===== src/rtl/writeback_stage.sv =====
// writeback_stage
// Final stage of the 32-bit MIPS core. It registers M-stage results into the
// W pipeline register, extracts and extends load data, selects the ALU or
// load result, drives the register file write port, exports W-stage state to
// the forwarding unit and counts retired instructions.
//
// Ports
//   clk, reset          core clock, synchronous active-high reset
//   stallw, flushw      hold W / load a bubble into W (flush wins over stall)
//   validm .. writeregm M-stage instruction fields
//   we3, wa3, wd3       register file write port (address/data zeroed when idle)
//   regwritew           qualified write flag for forwarding
//   writeregw, resultw  unqualified W destination and result for forwarding
//   misalignw           W holds an odd-address halfword load (write suppressed)
//   instret             retired-instruction count, wraps modulo 2^CNT_W
module writeback_stage #(
  parameter int CNT_W = 32
) (
  input  logic             clk,
  input  logic             reset,
  input  logic             stallw,
  input  logic             flushw,
  input  logic             validm,
  input  logic             regwritem,
  input  logic             memtoregm,
  input  logic [2:0]       loadtypem,
  input  logic [31:0]      aluoutm,
  input  logic [31:0]      readdatam,
  input  logic [4:0]       writeregm,
  output logic             we3,
  output logic [4:0]       wa3,
  output logic [31:0]      wd3,
  output logic             regwritew,
  output logic [4:0]       writeregw,
  output logic [31:0]      resultw,
  output logic             misalignw,
  output logic [CNT_W-1:0] instret
);

  localparam logic [2:0] LT_LW  = 3'b000;
  localparam logic [2:0] LT_LB  = 3'b001;
  localparam logic [2:0] LT_LBU = 3'b010;
  localparam logic [2:0] LT_LH  = 3'b011;
  localparam logic [2:0] LT_LHU = 3'b100;

  logic             validw;
  logic             regwrite_q;
  logic             memtoregw;
  logic [2:0]       loadtypew;
  logic [31:0]      aluoutw;
  logic [31:0]      readdataw;
  logic [4:0]       writereg_q;
  logic             misalign_q;
  logic [CNT_W-1:0] instret_q;

  logic             misalign_d;
  logic [7:0]       byte_sel;
  logic [15:0]      half_sel;
  logic [31:0]      load_data;
  logic [31:0]      result;
  logic             wr_ok;
  logic             we;

  // Odd-address halfword loads are trapped later; they must neither write
  // nor count as retired.
  assign misalign_d = validm & memtoregm &
                      ((loadtypem == LT_LH) | (loadtypem == LT_LHU)) &
                      aluoutm[0];

  always_ff @(posedge clk) begin
    if (reset) begin
      validw     <= 1'b0;
      regwrite_q <= 1'b0;
      memtoregw  <= 1'b0;
      loadtypew  <= 3'b000;
      aluoutw    <= 32'h0;
      readdataw  <= 32'h0;
      writereg_q <= 5'h0;
      misalign_q <= 1'b0;
      instret_q  <= '0;
    end else if (flushw) begin
      // Only the fields that qualify a write are cleared; the rest are dead.
      validw     <= 1'b0;
      regwrite_q <= 1'b0;
      misalign_q <= 1'b0;
    end else if (!stallw) begin
      validw     <= validm;
      regwrite_q <= regwritem;
      memtoregw  <= memtoregm;
      loadtypew  <= loadtypem;
      aluoutw    <= aluoutm;
      readdataw  <= readdatam;
      writereg_q <= writeregm;
      misalign_q <= misalign_d;
      if (validm && !misalign_d)
        instret_q <= instret_q + CNT_W'(1);
    end
  end

  always_comb begin
    byte_sel = 8'h0;
    case (aluoutw[1:0])
      2'd0:    byte_sel = readdataw[7:0];
      2'd1:    byte_sel = readdataw[15:8];
      2'd2:    byte_sel = readdataw[23:16];
      default: byte_sel = readdataw[31:24];
    endcase
  end

  assign half_sel = aluoutw[1] ? readdataw[31:16] : readdataw[15:0];

  always_comb begin
    load_data = readdataw;
    case (loadtypew)
      LT_LB:   load_data = {{24{byte_sel[7]}}, byte_sel};
      LT_LBU:  load_data = {24'h0, byte_sel};
      LT_LH:   load_data = {{16{half_sel[15]}}, half_sel};
      LT_LHU:  load_data = {16'h0, half_sel};
      default: load_data = readdataw;
    endcase
  end

  assign result = memtoregw ? load_data : aluoutw;
  assign wr_ok  = validw & regwrite_q & ~misalign_q;
  assign we     = wr_ok & (writereg_q != 5'd0);

  // The read ports bypass on address match regardless of we3, so an idle
  // write port must present address 0 with data 0.
  assign we3       = we;
  assign wa3       = we ? writereg_q : 5'd0;
  assign wd3       = we ? result : 32'h0;
  assign regwritew = wr_ok;
  assign writeregw = writereg_q;
  assign resultw   = result;
  assign misalignw = misalign_q;
  assign instret   = instret_q;

endmodule


===== config.mk =====
export PLATFORM = sky130hd
export DESIGN_NAME = writeback_stage
export DESIGN_NICKNAME = d
export VERILOG_FILES = /design/src/rtl/writeback_stage.sv
export SDC_FILE = /design/constraint.sdc
export NUM_CORES = 1
export LEC_CHECK = 0
export ABC_AREA = 0
export ABC_CLOCK_PERIOD_IN_PS = 4280
export CAP_MARGIN = 10
export CORE_MARGIN = 10
export CORE_UTILIZATION = 49
export CTS_CLUSTER_SIZE = 30
export DETAILED_ROUTE_END_ITERATION = 8
export PLACE_DENSITY = 0.86
export SETUP_SLACK_MARGIN = 0.05
export SYNTH_ARGS = -nofsm -noshare
export SYNTH_HDL_FRONTEND = slang
export SYNTH_SLANG_ARGS = --single-unit

===== constraint.sdc =====
create_clock -name clk -period 4.28 [get_ports clk]
set_input_delay 0.642 -clock clk [delete_from_list [all_inputs] [get_ports clk]]
set_output_delay 0.642 -clock clk [all_outputs]
set_load 0.02 [all_outputs]

Word-level counts from Yosys, hierarchy flattened
Index checks and enable logic that the tools add are counted.

operators by class
  reduce and logical (&&, ||, !) cells = 7
  mux-type cells = 6
  bitwise gates (word level) = 10
  add/sub/neg operators = 1
  eq/ne operators = 8

operators by type and width
  kind                                                             count
  32-bit case mux with 4 select lines                              1
  32-bit 2-to-1 mux                                                2
  32-bit by 1-bit adder with 32-bit output, second input constant  1
  8-bit case mux with 3 select lines                               1
  16-bit 2-to-1 mux                                                1
  3-bit by 2-bit == test with 1-bit output, second input constant  3
  1-bit bitwise AND                                                6
  3-bit == test, second input constant                             2
  5-bit 2-to-1 mux                                                 1
  5-bit nonzero test                                               1
  3-bit by 1-bit == test with 1-bit output, second input constant  1
  1-bit NOT                                                        3
  3-bit AND reduction                                              1
  2-bit by 1-bit == test with 1-bit output, second input constant  1
  2-bit == test, second input constant                             1
  2-bit zero test                                                  1
  2-bit AND reduction                                              1
  2-bit OR reduction                                               1
  1-bit logical AND                                                1
  1-bit zero test                                                  1
  1-bit OR                                                         1

word-level totals
  input bits = 79
  logic and storage cells = 41
  output and inout port bits = 109
  register bits after elaboration = 108

Longest topological paths before layout
  word-level depth = 7
  gate-level depth with buffers = 7
  mapped depth without buffers = 6

Worst setup path after synthesis
OpenSTA, ideal clock, no wires.

  path kind = reg-to-output
  start = register loadtypew[1]
  end = output wd3[20]
  path buffers = 2
  stages on the path, launching flop included = 8
  path slack = 1.712 ns
  data required time = 3.638 ns
  arrival = 1.926 ns
  path through = dfxtp_1 > buf_2 > nor2_1 > mux2_2 > o21ai_1 > buf_2 > a21oi_1 > nor3_1

on the way
  word-level cells in the longest chain between the ends = 4
  elaborated cells on any way between the ends = 7
  classes of those cells = eq/ne (4); mux (3)

RTL lines
  element                                      RTL line  text
  start: declaration                           49        logic [2:0] loadtypew;
  start signal: assignment                     90        loadtypew <= loadtypem;
  3-bit == test, or another cell as far along  114       case (loadtypew)
  32-bit case mux with 4 select lines (*)      114
  32-bit 2-to-1 mux (*)                        123       assign result = memtoregw ? load_data : aluoutw;
  32-bit 2-to-1 mux (*)                        131       assign wd3 = we ? result : 32'h0;
  end: declaration                             32        output logic [31:0] wd3,

Every way passes the cells marked *; elsewhere a longest branch is shown, timed or not.

Worst setup path after layout
  start = register aluoutw[1]
  end = output wd3[10]

on the way
  word-level cells in the longest chain between the ends = 5
  elaborated cells on any way between the ends = 8
  classes of those cells = eq/ne (2); mux (5); reduce/logical (1)

RTL lines
  element                                      RTL line  text
  start: declaration                           50        logic [31:0] aluoutw;
  start signal: assignment                     91        aluoutw <= aluoutm;
  2-bit == test, or another cell as far along  102       case (aluoutw[1:0])
  8-bit case mux with 3 select lines           102
  32-bit case mux with 4 select lines (*)      114
  32-bit 2-to-1 mux (*)                        123
  32-bit 2-to-1 mux (*)                        131

Marks and branches as above.

==> metrics.md <==
| Metric | Value |
|---|---|
| Outcome | `finished clean` |
| Avg Vias per Cell | `5.78` |
| Die ar. | `15600 um2` |
| Setup slack on the worst flop-to-flop path | `2.14 ns` |
| Routed wire per std cell | `19.0 um` |
| Leak | `2.52 nW` |
| Synth cell types | `49` |
| Total power draw | `2.07 mW` |
| Worst Reg2Reg Path Length in Cells | `5` |
| Cts bufs inserted | `9` |
| Slew headroom | `24.2%` |
| Power Dens Cells | `276 nW/um2` |
| F_max | `256 MHz` |
| Clk buf depth | `2` |
| Final Critical Period | `3.90 ns` |
| Clock sinks | `108` |
| Hold Crit Start | `aluoutw[28]` |
| Initial antenna violation count | `0` |
| GRT Residual Overflow | `0` |
| Min-Delay Path Class | `register to register` |
| Total number of vias | `5975` |
| Layout cells sized above 1 | `4.47%` |
| Switch share | `28.8%` |
| Top post-synthesis cells by area | `dfxtp_1, nand2_1, a21oi_1` |
| Final Hold Vio Count | `0` |
| Peak supply drop | `0.198 mV` |
| Post-CTS setup buffers | `0` |
| Skew-Pair Late Insertion Delay | `0.39 ns` |
| Clk slew on worst S/H paths | `0.10 ns` |
| CP endpoint kind | `output pin` |
| Worst Tran Pin Value | `1.14 ns` |
| I/O Pins | `188` |
| Hold Worst Slack | `0.463 ns` |
| CTS tree | `done` |
| Post-CTS Resized | `0` |
| Residual DRC | `0` |
| Sw power | `597 uW` |
| Final period utilization | `91.2%` |
| Core Region | `10800 um2` |
| Critical Path AT | `3.26 ns` |
| Nets | `969` |
| Ant. Diodes | `0` |
| RR Startpoint | `instret[3]` |
| Initial core utilization | `49.9%` |
| Syn Nets | `814` |
| Final core occ | `69.5%` |
| Comb pwr share | `16.9%` |
| Crit Path Class | `register to output pin` |
| Antenna viol nets, final | `0` |
| Number of synthesized register bits | `108` |
| Root Driver | `clkbuf_8` |
| WHS Path Cells | `2` |
| Endpoints failing setup | `0` |
| Flop pwr share | `52.0%` |
| CP peak stage delay | `0.66 ns` |
| Total track usage | `23.9%` |
| First-pass GRT wire length | `30800 um` |
| Fin. max-slew vios | `0` |
| Crit path cell chain | `nor4bb_1 -> a31o_1 -> a221oi_1 -> a211oi_1 -> clkdlybuf4s50_1` |
| # H-tree levels | `3` |
| Vias in the first global route | `5926` |
| Total wire length | `19600 um` |
| # hold bufs at CTS | `0` |
| Crit-path max FO | `13` |
| WHS Endpoint | `aluoutw[28]` |
| Post-Syn Area | `5390 um2` |
| Ys Warns | `0` |
| EDFF count, synth | `0` |
| Gp weighted congestion | `0.924` |
| Nature of the critical path startpoint | `register` |
| Power share of the clock group | `31.0%` |
| CP max-delay cell | `clkdlybuf4s50_1` |
| # rows | `38` |
| First drt pass iteration count | `5` |
| Area Growth Syn to Fin | `39.2%` |
| RSZ-0062 raised after global routing | `no` |
| Int Power | `1.48 mW` |
| Mapped Cells | `734` |
| Final Skew | `0.00943 ns` |
| Largest net degree at the start of global routing | `109` |
| Synth area leader | `dfxtp_1` |
| Asr flop ratio synth | `0%` |
| Top-area cell type share of the netlist area | `40.1%` |
| DR iter-0 viols | `684` |
| Dpl hpwl | `14200 um` |
| Die H | `125 um` |
| Dominant synthesized flop cell | `dfxtp_1` |
| Input/output buffers | `187` |
| Worst Path Required | `3.64 ns` |
| Avg Cell Area, Syn | `7.34 um2` |
| Setup TNS | `0 ns` |
| Reg2reg end | `instret[16]` |
| Sequential-to-total area share from yosys stat | `40.1%` |
| Max Cap Viol | `0` |
| Die Wd | `125 um` |
## layer usage
layer / global-route usage, % / vias up / routed length [um]
li1: - / 2848 / -
met1: 26.8 / 2792 / 7680
met2: 40.8 / 308 / 9410
met3: 8.60 / 27 / 2110
met4: 8.27 / 0 / 408
met5: 0 / - / 0
## placed cells by master, fill, tap and decap left out, types with 3 or more instances in the layout
cell type / instances
or3_1: 11
or4_1: 7
buf_4: 9
dfxtp_1: 107
nand3_1: 29
and3_1: 3
a221oi_1: 8
a22oi_1: 6
inv_1: 5
xor2_1: 14
and2_1: 8
nand4_1: 10
a21oi_1: 120
clkbuf_8: 9
o21ai_0: 15
nor3_1: 24
o31ai_1: 7
mux2i_1: 17
nor2_1: 74
a211oi_1: 12
nand2_1: 171
clkdlybuf4s50_1: 186
## synth_stat cells (2+ instances only)
| library cell | number |
|---|---|
| nand2_1 | 171 |
| a21oi_1 | 120 |
| dfxtp_1 | 108 |
| nor2_1 | 75 |
| clkbuf_1 | 38 |
| nand3_1 | 29 |
| nor3_1 | 24 |
| mux2i_1 | 17 |
| o21ai_0 | 15 |
| xor2_1 | 14 |
| a211oi_1 | 12 |
| or3_1 | 11 |
| nand4_1 | 10 |
| a221oi_1 | 8 |
| and2_1 | 8 |
| buf_2 | 8 |
| o31ai_1 | 7 |
| or4_1 | 7 |
| a22oi_1 | 6 |
| inv_1 | 5 |
| buf_1 | 4 |
| and3_1 | 3 |
| a31oi_1 | 2 |
| nand2b_1 | 2 |
| nand3b_1 | 2 |
| nand4_2 | 2 |
| nor2b_1 | 2 |
| o21ai_1 | 2 |
| xnor2_1 | 2 |
## sequential cells by signal (all words and copies together), names as in the netlist
| signal | flops |
|---|---|
| aluoutw | 32 |
| instret | 32 |
| loadtypew | 3 |
| memtoregw | 1 |
| misalignw | 1 |
| readdataw | 32 |
| regwrite_q | 1 |
| validw | 1 |
| writeregw | 5 |
## worst max-delay path, delay by kind of cell, from the launching register on
kind | cells | cell delay [ns]
AO/OA/AOI/OAI | 3 | 1.12
buffers and inverters | 1 | 0.66
flip-flops | 1 | 0.65
AND/OR/NAND/NOR | 1 | 0.45
## power groups by stage
| stage | registers (mW) | logic [mW] | clock network (mW) |
|---|---|---|---|
| final | 1.08 | 0.350 | 0.643 |
| after global routing | 1.08 | 0.380 | 0.689 |
| after CTS | 1.08 | 0.349 | 0.655 |
| after detailed placement | 1.10 | 0.347 | 0 |
| after global placement | 1.10 | 0.340 | 0 |
| after floorplan | 1.08 | 0.185 | 0 |
## worst max-delay path by stage
stage	slack, ns	to	from
final	0.38	wd3[10]	aluoutw[1]
after global routing	0.24	wd3[10]	aluoutw[1]
after CTS	0.43	wd3[10]	aluoutw[1]
after detailed placement	0.90	wd3[10]	aluoutw[1]
after global placement	1.00	wd3[9]	aluoutw[1]
after floorplan	1.71	wd3[20]	loadtypew[1]
## through the flow
stage | cells | cell area, um2 | setup slack, ns
after floorplan | 734 | 5390 | 1.71
after global placement | 1018 | 7300 | 1.00
after detailed placement | 1018 | 7300 | 0.901
after CTS | 1034 | 7500 | 0.434
after global routing | 1034 | 7500 | 0.236
final | 1034 | 7500 | 0.377
## layout make-up
type / instances / area, um2
multi-input combinational: 570 / 3010
timing repair buffer: 195 / 1930
clock buffer: 9 / 124
inverter: 5 / 18.8
sequential: 108 / 2160
fill: 930 / 3300
clock inverter: 7 / 73.8
tap: 140 / 175
## kinds of logic after synthesis
logic type               share of synthesized area, %
AO/OA/AOI/OAI                                    18.9
XOR/XNOR                                         2.60
adder cells (fa/ha/maj)                         0.232
buffers and inverters                            4.16
flip-flops                                       40.1
multiplexers                                     3.79
AND/OR/NAND/NOR                                  30.2
Power figures use the tool's default switching activity.
